--- src/rtl/tcam_pkg.sv ---
// Shared types and default widths for the TCAM sequencing controller.
package tcam_pkg;

  localparam int ADDR_W      = 28;
  localparam int DATA_W      = 32;
  localparam int WADDR_W     = 10;
  localparam int PMA_W       = 6;
  localparam int CLEAR_WORDS = 1024;
  localparam int CLR_W       = $clog2(CLEAR_WORDS);

  typedef enum logic [2:0] {
    IDLE,
    WRITE,
    S_ISSUE,
    S_WAIT,
    RESULT,
    CLEAR
  } state_t;

endpackage

--- src/rtl/tcam_ctrl_if.sv ---
// Requester handshakes plus macro pins for tcam_ctrl. The slave modport is the
// controller side; the master modport is the requester / macro side.
interface tcam_ctrl_if;
  import tcam_pkg::*;

  logic               in_s_valid;
  logic               out_s_ready;
  logic [ADDR_W-1:0]  in_s_key;

  logic               out_r_valid;
  logic               in_r_ready;
  logic [PMA_W-1:0]   out_r_pma;

  logic               in_w_valid;
  logic               out_w_ready;
  logic [WADDR_W-1:0] in_w_addr;
  logic [DATA_W-1:0]  in_w_data;
  logic [3:0]         in_w_mask;

  logic               in_clear;
  logic               out_busy;

  logic               out_tcam_csb;
  logic               out_tcam_web;
  logic [3:0]         out_tcam_wmask;
  logic [ADDR_W-1:0]  out_tcam_addr;
  logic [DATA_W-1:0]  out_tcam_wdata;
  logic [PMA_W-1:0]   in_tcam_pma;

  modport slave (
    input  in_s_valid, in_s_key, in_r_ready,
    input  in_w_valid, in_w_addr, in_w_data, in_w_mask,
    input  in_clear, in_tcam_pma,
    output out_s_ready, out_r_valid, out_r_pma, out_w_ready, out_busy,
    output out_tcam_csb, out_tcam_web, out_tcam_wmask, out_tcam_addr, out_tcam_wdata
  );

  modport master (
    output in_s_valid, in_s_key, in_r_ready,
    output in_w_valid, in_w_addr, in_w_data, in_w_mask,
    output in_clear, in_tcam_pma,
    input  out_s_ready, out_r_valid, out_r_pma, out_w_ready, out_busy,
    input  out_tcam_csb, out_tcam_web, out_tcam_wmask, out_tcam_addr, out_tcam_wdata
  );

endinterface

--- src/rtl/tcam_arb.sv ---
// IDLE-state arbitration between search, write and a pending clear, with
// write-starvation tracking.
module tcam_arb
  import tcam_pkg::*;
#(
  parameter int STARVE_MAX = 4
) (
  input  logic in_clk,
  input  logic in_rst,
  input  logic idle,
  input  logic clearing,
  input  logic in_clear,
  input  logic s_valid,
  input  logic w_valid,
  output logic s_ready,
  output logic w_ready,
  output logic grant_s,
  output logic grant_w,
  output logic grant_clr
);

  localparam int SC_W = $clog2(STARVE_MAX + 1);

  logic [SC_W-1:0] starve_cnt;
  logic            clear_pend;
  logic            starved;

  assign starved = w_valid && (starve_cnt == SC_W'(STARVE_MAX));

  // Search normally wins; a write may still slip in when no search is asking.
  always_comb begin
    s_ready   = 1'b0;
    w_ready   = 1'b0;
    grant_clr = 1'b0;
    if (idle && !in_rst) begin
      if (clear_pend) begin
        grant_clr = 1'b1;
      end else if (starved) begin
        w_ready = 1'b1;
      end else begin
        s_ready = 1'b1;
        w_ready = !s_valid;
      end
    end
  end

  assign grant_s = s_valid && s_ready;
  assign grant_w = w_valid && w_ready;

  always_ff @(posedge in_clk or posedge in_rst) begin
    if (in_rst) begin
      starve_cnt <= '0;
      clear_pend <= 1'b0;
    end else begin
      if (!w_valid || grant_w) begin
        starve_cnt <= '0;
      end else if (grant_s && (starve_cnt != SC_W'(STARVE_MAX))) begin
        starve_cnt <= starve_cnt + 1'b1;
      end

      if (grant_clr) begin
        clear_pend <= 1'b0;
      end else if (in_clear && !clearing) begin
        clear_pend <= 1'b1;
      end
    end
  end

endmodule

--- src/rtl/tcam_ctrl.sv ---
// Sequences searches, writes and a full-array clear onto the single TCAM port.
// All macro pins and result outputs are registered from next-state values.
//
// state   | meaning
// IDLE    | arbitrate, macro pins idle
// WRITE   | one macro write cycle
// S_ISSUE | one macro search cycle
// S_WAIT  | wait for macro match latency, capture pma on last edge
// RESULT  | hold result until accepted
// CLEAR   | write zeros to every macro word
module tcam_ctrl
  import tcam_pkg::*;
#(
  parameter int SEARCH_LAT = 1,
  parameter int STARVE_MAX = 4
) (
  input logic        in_clk,
  input logic        in_rst,
  tcam_ctrl_if.slave bus
);

  localparam int LAT_W = 2;

  state_t             state, state_nxt;
  logic [LAT_W-1:0]   lat_cnt, lat_nxt;
  logic [CLR_W-1:0]   clr_cnt, clr_nxt;

  logic               csb_q, csb_nxt;
  logic               web_q, web_nxt;
  logic [3:0]         wmask_q, wmask_nxt;
  logic [ADDR_W-1:0]  addr_q, addr_nxt;
  logic [DATA_W-1:0]  wdata_q, wdata_nxt;
  logic               r_valid_q, r_valid_nxt;
  logic [PMA_W-1:0]   r_pma_q, r_pma_nxt;
  logic               busy_q, busy_nxt;

  logic               s_ready, w_ready;
  logic               grant_s, grant_w, grant_clr;

  tcam_arb #(.STARVE_MAX(STARVE_MAX)) u_arb (
    .in_clk    (in_clk),
    .in_rst    (in_rst),
    .idle      (state == IDLE),
    .clearing  (state == CLEAR),
    .in_clear  (bus.in_clear),
    .s_valid   (bus.in_s_valid),
    .w_valid   (bus.in_w_valid),
    .s_ready   (s_ready),
    .w_ready   (w_ready),
    .grant_s   (grant_s),
    .grant_w   (grant_w),
    .grant_clr (grant_clr)
  );

  assign bus.out_s_ready    = s_ready;
  assign bus.out_w_ready    = w_ready;
  assign bus.out_r_valid    = r_valid_q;
  assign bus.out_r_pma      = r_pma_q;
  assign bus.out_busy       = busy_q;
  assign bus.out_tcam_csb   = csb_q;
  assign bus.out_tcam_web   = web_q;
  assign bus.out_tcam_wmask = wmask_q;
  assign bus.out_tcam_addr  = addr_q;
  assign bus.out_tcam_wdata = wdata_q;

  always_ff @(posedge in_clk or posedge in_rst) begin
    if (in_rst) begin
      state     <= IDLE;
      lat_cnt   <= '0;
      clr_cnt   <= '0;
      csb_q     <= 1'b1;
      web_q     <= 1'b1;
      wmask_q   <= '0;
      addr_q    <= '0;
      wdata_q   <= '0;
      r_valid_q <= 1'b0;
      r_pma_q   <= '0;
      busy_q    <= 1'b0;
    end else begin
      state     <= state_nxt;
      lat_cnt   <= lat_nxt;
      clr_cnt   <= clr_nxt;
      csb_q     <= csb_nxt;
      web_q     <= web_nxt;
      wmask_q   <= wmask_nxt;
      addr_q    <= addr_nxt;
      wdata_q   <= wdata_nxt;
      r_valid_q <= r_valid_nxt;
      r_pma_q   <= r_pma_nxt;
      busy_q    <= busy_nxt;
    end
  end

  // Pin values are chosen for the state being entered so they line up with it.
  always_comb begin
    state_nxt = state;
    lat_nxt   = lat_cnt;
    clr_nxt   = clr_cnt;
    csb_nxt   = 1'b1;
    web_nxt   = 1'b1;
    wmask_nxt = '0;
    addr_nxt  = '0;
    wdata_nxt = '0;
    r_pma_nxt = r_pma_q;

    case (state)
      IDLE: begin
        if (grant_clr) begin
          state_nxt = CLEAR;
          clr_nxt   = '0;
          csb_nxt   = 1'b0;
          web_nxt   = 1'b0;
          wmask_nxt = 4'hF;
        end else if (grant_w) begin
          state_nxt = WRITE;
          csb_nxt   = 1'b0;
          web_nxt   = 1'b0;
          wmask_nxt = bus.in_w_mask;
          addr_nxt  = {{(ADDR_W - WADDR_W){1'b0}}, bus.in_w_addr};
          wdata_nxt = bus.in_w_data;
        end else if (grant_s) begin
          state_nxt = S_ISSUE;
          csb_nxt   = 1'b0;
          addr_nxt  = bus.in_s_key;
        end
      end
      WRITE: begin
        state_nxt = IDLE;
      end
      S_ISSUE: begin
        state_nxt = S_WAIT;
        lat_nxt   = LAT_W'(SEARCH_LAT - 1);
      end
      S_WAIT: begin
        if (lat_cnt == '0) begin
          state_nxt = RESULT;
          r_pma_nxt = bus.in_tcam_pma;
        end else begin
          lat_nxt = lat_cnt - 1'b1;
        end
      end
      RESULT: begin
        if (bus.in_r_ready) begin
          state_nxt = IDLE;
        end
      end
      CLEAR: begin
        if (clr_cnt == CLR_W'(CLEAR_WORDS - 1)) begin
          state_nxt = IDLE;
        end else begin
          clr_nxt   = clr_cnt + 1'b1;
          csb_nxt   = 1'b0;
          web_nxt   = 1'b0;
          wmask_nxt = 4'hF;
          addr_nxt  = ADDR_W'(clr_cnt + 1'b1);
        end
      end
      default: begin
        state_nxt = IDLE;
      end
    endcase

    r_valid_nxt = (state_nxt == RESULT);
    busy_nxt    = (state_nxt == CLEAR);
  end

endmodule

--- src/flat_wrapper.sv ---
// flat-port wrapper written by rule: the top's interface ports become plain ports
module tcam_ctrl_flat import tcam_pkg::*;
#(
  parameter int SEARCH_LAT = 1,
  parameter int STARVE_MAX = 4
)
  (in_clk, in_rst, bus_in_s_valid, bus_in_s_key, bus_in_r_ready, bus_in_w_valid, bus_in_w_addr, bus_in_w_data, bus_in_w_mask, bus_in_clear, bus_in_tcam_pma, bus_out_s_ready, bus_out_r_valid, bus_out_r_pma, bus_out_w_ready, bus_out_busy, bus_out_tcam_csb, bus_out_tcam_web, bus_out_tcam_wmask, bus_out_tcam_addr, bus_out_tcam_wdata);
  tcam_ctrl_if bus_i ();
  input logic in_clk;
  input logic in_rst;
  input wire logic [$bits(bus_i.in_s_valid)-1:0] bus_in_s_valid;
  input wire logic [$bits(bus_i.in_s_key)-1:0] bus_in_s_key;
  input wire logic [$bits(bus_i.in_r_ready)-1:0] bus_in_r_ready;
  input wire logic [$bits(bus_i.in_w_valid)-1:0] bus_in_w_valid;
  input wire logic [$bits(bus_i.in_w_addr)-1:0] bus_in_w_addr;
  input wire logic [$bits(bus_i.in_w_data)-1:0] bus_in_w_data;
  input wire logic [$bits(bus_i.in_w_mask)-1:0] bus_in_w_mask;
  input wire logic [$bits(bus_i.in_clear)-1:0] bus_in_clear;
  input wire logic [$bits(bus_i.in_tcam_pma)-1:0] bus_in_tcam_pma;
  output wire logic [$bits(bus_i.out_s_ready)-1:0] bus_out_s_ready;
  output wire logic [$bits(bus_i.out_r_valid)-1:0] bus_out_r_valid;
  output wire logic [$bits(bus_i.out_r_pma)-1:0] bus_out_r_pma;
  output wire logic [$bits(bus_i.out_w_ready)-1:0] bus_out_w_ready;
  output wire logic [$bits(bus_i.out_busy)-1:0] bus_out_busy;
  output wire logic [$bits(bus_i.out_tcam_csb)-1:0] bus_out_tcam_csb;
  output wire logic [$bits(bus_i.out_tcam_web)-1:0] bus_out_tcam_web;
  output wire logic [$bits(bus_i.out_tcam_wmask)-1:0] bus_out_tcam_wmask;
  output wire logic [$bits(bus_i.out_tcam_addr)-1:0] bus_out_tcam_addr;
  output wire logic [$bits(bus_i.out_tcam_wdata)-1:0] bus_out_tcam_wdata;
  assign bus_i.in_s_valid = bus_in_s_valid;
  assign bus_i.in_s_key = bus_in_s_key;
  assign bus_i.in_r_ready = bus_in_r_ready;
  assign bus_i.in_w_valid = bus_in_w_valid;
  assign bus_i.in_w_addr = bus_in_w_addr;
  assign bus_i.in_w_data = bus_in_w_data;
  assign bus_i.in_w_mask = bus_in_w_mask;
  assign bus_i.in_clear = bus_in_clear;
  assign bus_i.in_tcam_pma = bus_in_tcam_pma;
  assign bus_out_s_ready = bus_i.out_s_ready;
  assign bus_out_r_valid = bus_i.out_r_valid;
  assign bus_out_r_pma = bus_i.out_r_pma;
  assign bus_out_w_ready = bus_i.out_w_ready;
  assign bus_out_busy = bus_i.out_busy;
  assign bus_out_tcam_csb = bus_i.out_tcam_csb;
  assign bus_out_tcam_web = bus_i.out_tcam_web;
  assign bus_out_tcam_wmask = bus_i.out_tcam_wmask;
  assign bus_out_tcam_addr = bus_i.out_tcam_addr;
  assign bus_out_tcam_wdata = bus_i.out_tcam_wdata;
  tcam_ctrl #(.SEARCH_LAT(SEARCH_LAT), .STARVE_MAX(STARVE_MAX)) u_core (.in_clk(in_clk), .in_rst(in_rst), .bus(bus_i));
endmodule
--- config.mk ---
export PLATFORM = sky130hd
export DESIGN_NAME = tcam_ctrl_flat
export DESIGN_NICKNAME = d
export VERILOG_FILES = /design/src/rtl/tcam_pkg.sv /design/src/rtl/tcam_ctrl_if.sv /design/src/rtl/tcam_arb.sv /design/src/rtl/tcam_ctrl.sv /design/src/flat_wrapper.sv
export SDC_FILE = /design/constraint.sdc
export NUM_CORES = 1
export LEC_CHECK = 0
export BUFFER_PORTS_ARGS = -buffer_cell sky130_fd_sc_hd__buf_2
export CAP_MARGIN = 20
export CORE_MARGIN = 8
export CORE_UTILIZATION = 43
export DETAILED_ROUTE_END_ITERATION = 12
export PLACE_DENSITY = 0.85
export SLEW_MARGIN = 5
export SYNTH_ARGS = -nofsm -noshare
export SYNTH_HDL_FRONTEND = slang
export SYNTH_HIERARCHICAL = 1
export SYNTH_SLANG_ARGS = --single-unit
--- constraint.sdc ---
create_clock -name in_clk -period 8.32 [get_ports in_clk]
set_input_delay 1.664 -clock in_clk [delete_from_list [all_inputs] [get_ports in_clk]]
set_output_delay 1.664 -clock in_clk [all_outputs]
set_load 0.05 [all_outputs]
# Yosys cells after proc, flatten, opt, wreduce, memory -nomap -nowiden
# Index checks and enable logic that the tools add are counted.
[word_totals]
ff_bits = 93
inputBits = 86
output_inout_bits = 76
elab_cells = 93
[classes]
addsub = 4
n_eq_ne = 12
muxes = 44
reduce_logical = 20
[op_table]
columns = ["op", "count"]
rows = [
  ["2-to-1 mux 28 bit", 4],
  ["2-to-1 mux 32 bit", 3],
  ["one-hot mux 28 bit (2 select lines)", 1],
  ["2-to-1 mux 3 bit", 8],
  ["2-to-1 mux 10 bit", 2],
  ["one-hot mux 10 bit (2 select lines)", 1],
  ["2-to-1 mux 1 bit", 16],
  ["equality test 3 bit (second input constant)", 5],
  ["one-hot mux 3 bit (5 select lines)", 1],
  ["2-to-1 mux 4 bit", 3],
  ["adder 10 x 1 -> 11 bit (second input constant)", 1],
  ["adder 10 x 1 -> 10 bit (second input constant)", 1],
  ["equality test 10 bit (second input constant)", 1],
  ["one-hot mux 4 bit (2 select lines)", 1],
  ["nonzero test 2 bit", 4],
  ["equality test 3 x 2 -> 1 bit (second input constant)", 2],
  ["logical AND 1 bit", 6],
  ["zero test 1 bit", 4],
  ["!= test 2 bit (second input constant)", 2],
  ["one-hot mux 1 bit (2 select lines)", 2],
  ["one-hot mux 2 bit (2 select lines)", 1],
  ["AND reduction 2 bit", 2],
  ["adder 3 x 1 -> 3 bit (second input constant)", 1],
  ["zero test 3 bit", 1],
  ["other kinds (7)", 7],
]

# Logic depth before layout (Yosys ltp)
# Gate-level depths: netlist of run 1.
[logic_depth]
word_depth = 11
ltp_mapped = 11
mapped_depth_nobuf = 8

# By module
# Netlist of run 1, hierarchy kept.
[modules_own_cells]
columns = ["mod", "instances", "cells_each", "area_each_um2", "seq_area_each_um2"]
rows = [
  ["tcam_ctrl", 1, 257, 3359.5, 2229.6],
  ["tcam_arb", 1, 32, 291.5, 100.1],
]

# Worst setup path after synthesis of run 1
# OpenSTA, ideal clock, no wires.
[synth_timing]
kind = "input to output"
from = "input port in_rst"
to = "output port bus_out_w_ready"
arrival_ps = 2833
required_time_ps = 6656
setup_slack_ps = 3823
stages = 2
path_buffers = 0
cell_sequence = "or3b_4 > a21oi_1"
[synth_between]
elab_chain_cells = 3
[synth_rtl]
columns = ["item", "line_no", "rtl"]
rows = [
  ["start: declaration", "flat_wrapper.sv:10", "input logic in_rst;"],
  ["zero test 1 bit (no source line)", "n/a", ""],
  ["logical AND 1 bit", "tcam_arb.sv:35", "if (idle && !in_rst) begin"],
  ["2-to-1 mux 1 bit", "tcam_arb.sv:35", ""],
  ["end: declaration", "flat_wrapper.sv:23", "output wire logic [$bits(bus_i.out_w_ready)-1:0] bus_out_w_ready;"],
]
# Every way passes these cells.

# Worst setup path after layout of run 1
# Ends and elaborated chain as after synthesis.

==> out/results.tsv, run 1 <==
stage	metric	value	unit
sta	Period Utilization, post-route	0.514	
grt	initial antenna violation count	0	
sta	Final setup viols	0	
critical_path	CP max FO	5	
critical_path	CP Cell Sequence	buf_2, or3b_4, a21oi_1, buf_2	
pwr	worst ir drop on vdd	75.7	uV
cts	post-CTS setup buffer count	0	
synthesis	sequential area share after synthesis	0.638	
cts	Worst-Skew Late Latency	340	ps
cts	H-tree levels	3	
cells_and_area	Finished Core Util	0.589	
pwr	Net Switching	0.179	mW
routing	routed via count	2728	
cts	number of buffers created by CTS	9	
floorplanning	Die Span Y	108	um
sta	FMAX	234	MHz
placed_design	GPL Wtd Cong	0.778	
pwr	internal power	0.704	mW
synthesis	Netlist cell types	45	
routing	WL met1	3720	um
critical_path	most frequent CP cell	buf_2	
synthesis	Synth area leaders	dfrtp_1, and2_1, a221o_1	
cells_and_area	Layout Nets	543	
synthesis	Cell Area, Synth	3650	um^2
floorplanning	initial core utilization	0.444	
cts	Root Driver	clkbuf_8	
run_status	outcome	finished clean	
grt	Overall Global Routing Usage	0.163	
sta	Hold Fails Final Rpt	0	
pwr	Flop pwr share	0.515	
critical_path	Critical Path Source Type	input pin	
grt	first-pass GRT wire length	15100	um
pwr	Logic pwr share	0.046	
floorplanning	die area	11700	um^2
cells_and_area	Antenna Cells	0	
sta	Final Max Tran Viols	0	
placed_design	Detail Placement HPWL	7350	um
floorplanning	chip width	108	um
synthesis	asr flop ratio synth	1.00	
synthesis	share of the synthesized area in the top cell type	0.624	
cts	post-CTS sizing	0	
routing	Detail Route Antenna Nets	0	
grt	grt total ovfl	0	
floorplanning	IO Pins	162	
sta	Worst slew margin	0.528	
critical_path	CP endpoint kind	output port	
grt	vias in the first global route	2937	
routing	Met3 Wirelength	1030	um
pwr	leakage	2.59	nW
cts	CTS Buffer Depth	2	
pwr	switching part of the total	0.203	
pwr	power per cell area	182	nW/um^2
synthesis	syn_nets	379	
sta	Tightest Pin Transition	707	ps
cells_and_area	# fillers	686	
synthesis	Synth Register Bits	93	
synthesis	top-count cell post-synth	dfrtp_1	
synthesis	synth cell count leaders	dfrtp_1, and2_1, a21oi_1, inv_1, o21ai_0	
critical_path	CP Data Required Time	6660	ps
routing	DRT Pass-1 Iters	4	
critical_path	critical path's slowest cell	or3b_4	
sta	RSZ-0062 raised after global routing	no	
critical_path	CP Data Arrival Time	2610	ps
grt	pin count of the biggest net entering global routing	90	
floorplanning	core area	8220	um^2
sta	clk_skew	10.8	ps
critical_path	CP Class	in -> out	
cells_and_area	Syn-to-layout area delta	32.5	%
synthesis	Syn Area/Cell	12.6	um^2
synthesis	YS warnings	6	
sta	Setup TNS Final	0	ps
synthesis	Post-synth EDFFs	0	
sta	Final Critical Period	4270	ps
routing	routed wl met2	4880	um
synthesis	largest area contributor in the netlist	dfrtp_1	
routing	uppermost layer routed	met4	
cts	CTS sink cnt	93	
routing	Vias/cell	4.85	
routing	WL/cell	17.3	um
routing	DRT iter0 DRCs	102	
critical_path	Max stage delay on crit path	410	ps
synthesis	Synth Flop Type	dfrtp_1	
routing	final wirelength	9740	um
pwr	Clock Power Share	0.439	
cts	cts hold-fix bufs	0	
job	max-cap check violation count	0	
cts	CTS tree	yes	
floorplanning	Rows	33	
routing	DRC violation count after routing	0	
placed_design	I/O Buffers	161	
synthesis	synthesized instance count	289	
cells_and_area	share of cells above drive strength 1	0.439	
hold_path	Hold/Removal Path Class	reg -> reg	
cts	Worst-path clk slew	90	ps
-- cell type report --
cell class | instances | area [um^2] | share of cell area
inverter | 13 | 52.6 | 0.0109
clock buffer | 9 | 124 | 0.0256
tap | 105 | 131 | 0.0272
sequential | 93 | 2330 | 0.482
multi-input combinational | 171 | 1190 | 0.247
clock inverter | 7 | 145 | 0.0300
timing repair buffer | 165 | 860 | 0.178
-- power by group through the flow --
stage	registers (mW)	clock network, mW	logic, mW
floorplan	0.469	0	0.00917
global placement	0.463	0	0.0392
detailed placement	0.463	0	0.0396
CTS	0.454	0.400	0.0400
global route	0.455	0.418	0.0449
finish	0.454	0.388	0.0405
-- worst max-delay path: cells and delay by family --
kind	cells	cell delay (ps)
buffers and inverters	2	410
AND/OR/NAND/NOR	1	410
AO/OA/AOI/OAI	1	130
-- layer usage --
layer / vias up / GRT usage
li1: 1307 / -
met1: 1290 / 0.190
met2: 121 / 0.283
met3: 10 / 0.0482
met4: 0 / 0.0525
met5: - / 0
-- registers in the layout (all words and copies together) (netlist names) --
register                   flops
u_core/bus.out_tcam_wdata     32
u_core/bus.out_tcam_addr      28
u_core/clr_cnt                10
u_core/bus.out_r_pma           6
u_core/bus.out_tcam_wmask      4
u_core/state                   3
u_core/u_arb/starve_cnt        3
u_core/lat_cnt                 2
u_core/bus.out_busy            1
u_core/bus.out_r_valid         1
u_core/bus.out_tcam_csb        1
u_core/bus.out_tcam_web        1
u_core/u_arb/clear_pend        1
-- logic make-up (layout without fill, tap and decap cells) --
logic type      after synthesis  in the layout  share of synthesized area
compound gates               58             58                      0.117
xor+xnor                      4              4                    0.00960
fa+ha+maj                     4              4                     0.0137
buf+inv                      25            194                     0.0346
flops                        93             93                      0.638
mux                           7              7                     0.0212
simple gates                 98             98                      0.166
-- cell usage in the layout (no fill, tap or decap), types with 3 or more instances in the layout --
| cell | n |
|---|---|
| xor2_1 | 3 |
| bufinv_16 | 4 |
| clkbuf_8 | 9 |
| nand3_1 | 8 |
| nand2b_1 | 3 |
| or3_1 | 5 |
| a221o_1 | 8 |
| and2_1 | 51 |
| mux2_2 | 6 |
| o21ai_0 | 12 |
| dfrtp_1 | 91 |
| ha_1 | 4 |
| buf_2 | 161 |
| nor2_1 | 6 |
| a21oi_1 | 12 |
| inv_1 | 11 |
| o31ai_1 | 3 |
| a21o_1 | 9 |
| a21boi_1 | 4 |
| nand2_1 | 10 |
-- final timing paths --
| path | from | end | slack [ps] | cells after the start |
|---|---|---|---|---|
| setup / recovery | in_rst | bus_out_w_ready | 4050 | 4 |
| setup reg to reg | u_core/state[0]$_DFF_PP0_ | u_core/bus.out_tcam_addr[8]$_DFF_PP0_ | 5040 | 8 |
| min in group asynchronous | in_rst | u_core/u_arb/starve_cnt[0]$_DFFE_PP0P_ | 1250 | 2 |
| max in group asynchronous | in_rst | u_core/bus.out_tcam_csb$_DFF_PP1_ | 6230 | 4 |
| hold reg to reg | u_core/bus.out_r_pma[4]$_DFFE_PP0P_ | u_core/bus.out_r_pma[4]$_DFFE_PP0P_ | 510 | 1 |
| hold / removal | u_core/bus.out_r_pma[4]$_DFFE_PP0P_ | u_core/bus.out_r_pma[4]$_DFFE_PP0P_ | 510 | 1 |
-- through the flow --
step | instances | worst slack (ps) | hold WS, ps | cell area, um^2 | power (mW)
2_1_floorplan | 289 | 3820 | 486 | 3650 | 0.478
3_3_place_gp | 545 | 4060 | 484 | 4530 | 0.502
3_5_place_dp | 545 | 4050 | 492 | 4530 | 0.503
4_1_cts | 561 | 4050 | 514 | 4800 | 0.894
5_1_grt | 563 | 4030 | 541 | 4840 | 0.917
6_report | 563 | 4050 | 511 | 4840 | 0.883
Power figures use the tool's default switching activity.
==> run 2, diff against run 1 <==
==> constraint.sdc (replaced) <==
create_clock -name in_clk -period 4 [get_ports in_clk]
set_input_delay 0.8 -clock in_clk [delete_from_list [all_inputs] [get_ports in_clk]]
set_output_delay 0.8 -clock in_clk [all_outputs]
set_load 0.05 [all_outputs]
==> run 2 against run 1 <==
  * Clock skew is 0.74 ps higher
  * Setup slack worse by 3200 ps
  * Via count increased by 0.99%
  * Sequential power increased by 110%
  * Register-to-register slack worse by 4200 ps
  * Critical path depth is 3 higher
  * Clock power grew 64%
  * Count of clock-buffer cells in the layout unchanged
  * Critical endpoint is now u_core/bus.out_tcam_addr[0]$_DFF_PP0_
  * Largest cell class unchanged
  * Largest power group unchanged
==> out/results.tsv, run 2 (same netlist as run 1, synthesis figures left out) <==
stage	metric	value	unit
cts	number of buffers created by CTS	9	
cells_and_area	max FFs per register	32	
cells_and_area	most common cell after layout, fill and taps aside	buf_2	
critical_path	CP Data Arrival Time	3370	ps
critical_path	CP Data Required Time	4240	ps
cells_and_area	Antenna Cells	0	
pwr	Total Power	1.66	mW
pwr	worst ir drop on vdd	184	uV
placed_design	pre-CTS setup slack	909	ps
pwr	power per cell area	350	nW/um^2
floorplanning	core area	8220	um^2
routing	WL/cell	17.3	um
critical_path	CP endpoint kind	register	
cells_and_area	share of cells above drive strength 1	0.438	
critical_path	R2R cell count	7	
floorplanning	Rows	33	
cts	CTS Buffer Depth	2	
cells_and_area	Syn-to-layout area delta	30.2	%
floorplanning	chip width	108	um
pwr	leakage	2.54	nW
hold_path	Hold/Removal Path Class	in -> async	
critical_path	CP max FO	29	
sta	Final WS setup	871	ps
floorplanning	die area	11700	um^2
sta	Period Utilization, post-route	0.782	
routing	routed via count	2755	
grt	grt total ovfl	0	
sta	hold slack	370	ps
grt	initial antenna violation count	0	
sta	Final Max Tran Viols	0	
routing	Detail Route Antenna Nets	0	
routing	DRT Pass-1 Iters	4	
sta	Tightest Pin Transition	917	ps
grt	Overall Global Routing Usage	0.162	
grt	first-pass GRT wire length	14600	um
sta	clk_skew	11.6	ps
sta	Final setup viols	0	
job	max-cap check violation count	0	
sta	RSZ-0062 raised after global routing	no	
cts	post-CTS sizing	0	
grt	pin count of the biggest net entering global routing	34	
routing	final wirelength	9710	um
cts	H-tree levels	3	
cts	Worst-Skew Late Latency	350	ps
cells_and_area	# fillers	708	
placed_design	GPL Wtd Cong	0.815	
routing	Vias/cell	4.90	
sta	FMAX	320	MHz
floorplanning	IO Pins	162	
critical_path	CP Class	reg -> reg	
floorplanning	Die Span Y	108	um
placed_design	I/O Buffers	161	
sta	Worst slew margin	0.389	
routing	DRT iter0 DRCs	91	
cells_and_area	Layout Cells excl Fill	562	
cts	Root Driver	clkbuf_8	
cts	CTS tree	yes	
sta	Setup TNS Final	0	ps
run_status	outcome	finished clean	
cts	Worst-path clk slew	100	ps
cells_and_area	Layout Nets	542	
sta	Final Critical Period	3130	ps
cts	CTS sink cnt	93	
placed_design	Detail Placement HPWL	7590	um
cts	cts hold-fix bufs	0	
routing	DRC violation count after routing	0	
cells_and_area	most frequent cells in the layout	buf_2, dfrtp_1, and2_1, o21ai_0, a21oi_1	
cts	post-CTS setup buffer count	0	
floorplanning	initial core utilization	0.444	
grt	vias in the first global route	2877	
sta	Hold Fails Final Rpt	0	
placed_design	placed cell count	546	
critical_path	Critical Path Source Type	register	
run 2: changes by cell type in the layout (fill, tap and decap cells not counted):
cell / delta
bufinv_16: -3
buf_16: -1
buf_6: -1
buf_12: +1
inv_8: +1
clkinvlp_4: +2
run 2: through the flow:
stage                     instance area [um^2]   util
after floorplan                           3650      -
after CTS                                 4750  0.579
after detailed placement                  4550  0.554
final                                     4750  0.579
after global routing                      4750  0.579
after global placement                    4550  0.554
run 2: path summary, 6_finish.rpt:
kind	from	end	slack, ps
max	u_core/state[0]$_DFF_PP0_	u_core/bus.out_tcam_addr[0]$_DFF_PP0_	870
min	in_rst	u_core/u_arb/starve_cnt[0]$_DFFE_PP0P_	370
max reg2reg	u_core/state[0]$_DFF_PP0_	u_core/bus.out_tcam_addr[0]$_DFF_PP0_	870
min reg2reg	u_core/bus.out_r_pma[2]$_DFFE_PP0P_	u_core/bus.out_r_pma[2]$_DFFE_PP0P_	510
max in group asynchronous	in_rst	u_core/bus.out_tcam_addr[10]$_DFF_PP0_	2710
min in group in_clk	u_core/bus.out_r_pma[2]$_DFFE_PP0P_	u_core/bus.out_r_pma[2]$_DFFE_PP0P_	510
run 2: routing by layer:
layer | up-vias | GRT usage | share of wire
li1 | 1305 | - | -
met1 | 1313 | 0.179 | 0.36
met5 | - | 0 | 0
met2 | 121 | 0.282 | 0.51
met4 | 0 | 0.0644 | 0.018
met3 | 16 | 0.0547 | 0.11
run 2: critical path, stage by stage (launching register included):
cell,delay (ps)
dfrtp_1,470
or3_1,490
inv_4,140
or3b_4,420
nor3b_2,350
nor2_1,140
and3_1,510
a221o_1,480
run 2: report_power, final:
part / switching (mW) / leakage (nW) / internal (mW)
registers: 0.00208 / 1.19 / 0.943
clock network: 0.339 / 0.0944 / 0.297
logic: 0.0469 / 1.26 / 0.0364
total: 0.388 / 2.54 / 1.28
run 2: layout make-up:
cell class,instances,area (um^2),area share
Clock buffer,9,124,0.0261
Clock inverter,7,81.3,0.0171
Inverter,13,52.6,0.0111
Multi-Input combinational cell,171,1190,0.251
Sequential cell,93,2330,0.490
Tap cell,105,131,0.0276
Timing Repair Buffer,164,841,0.177
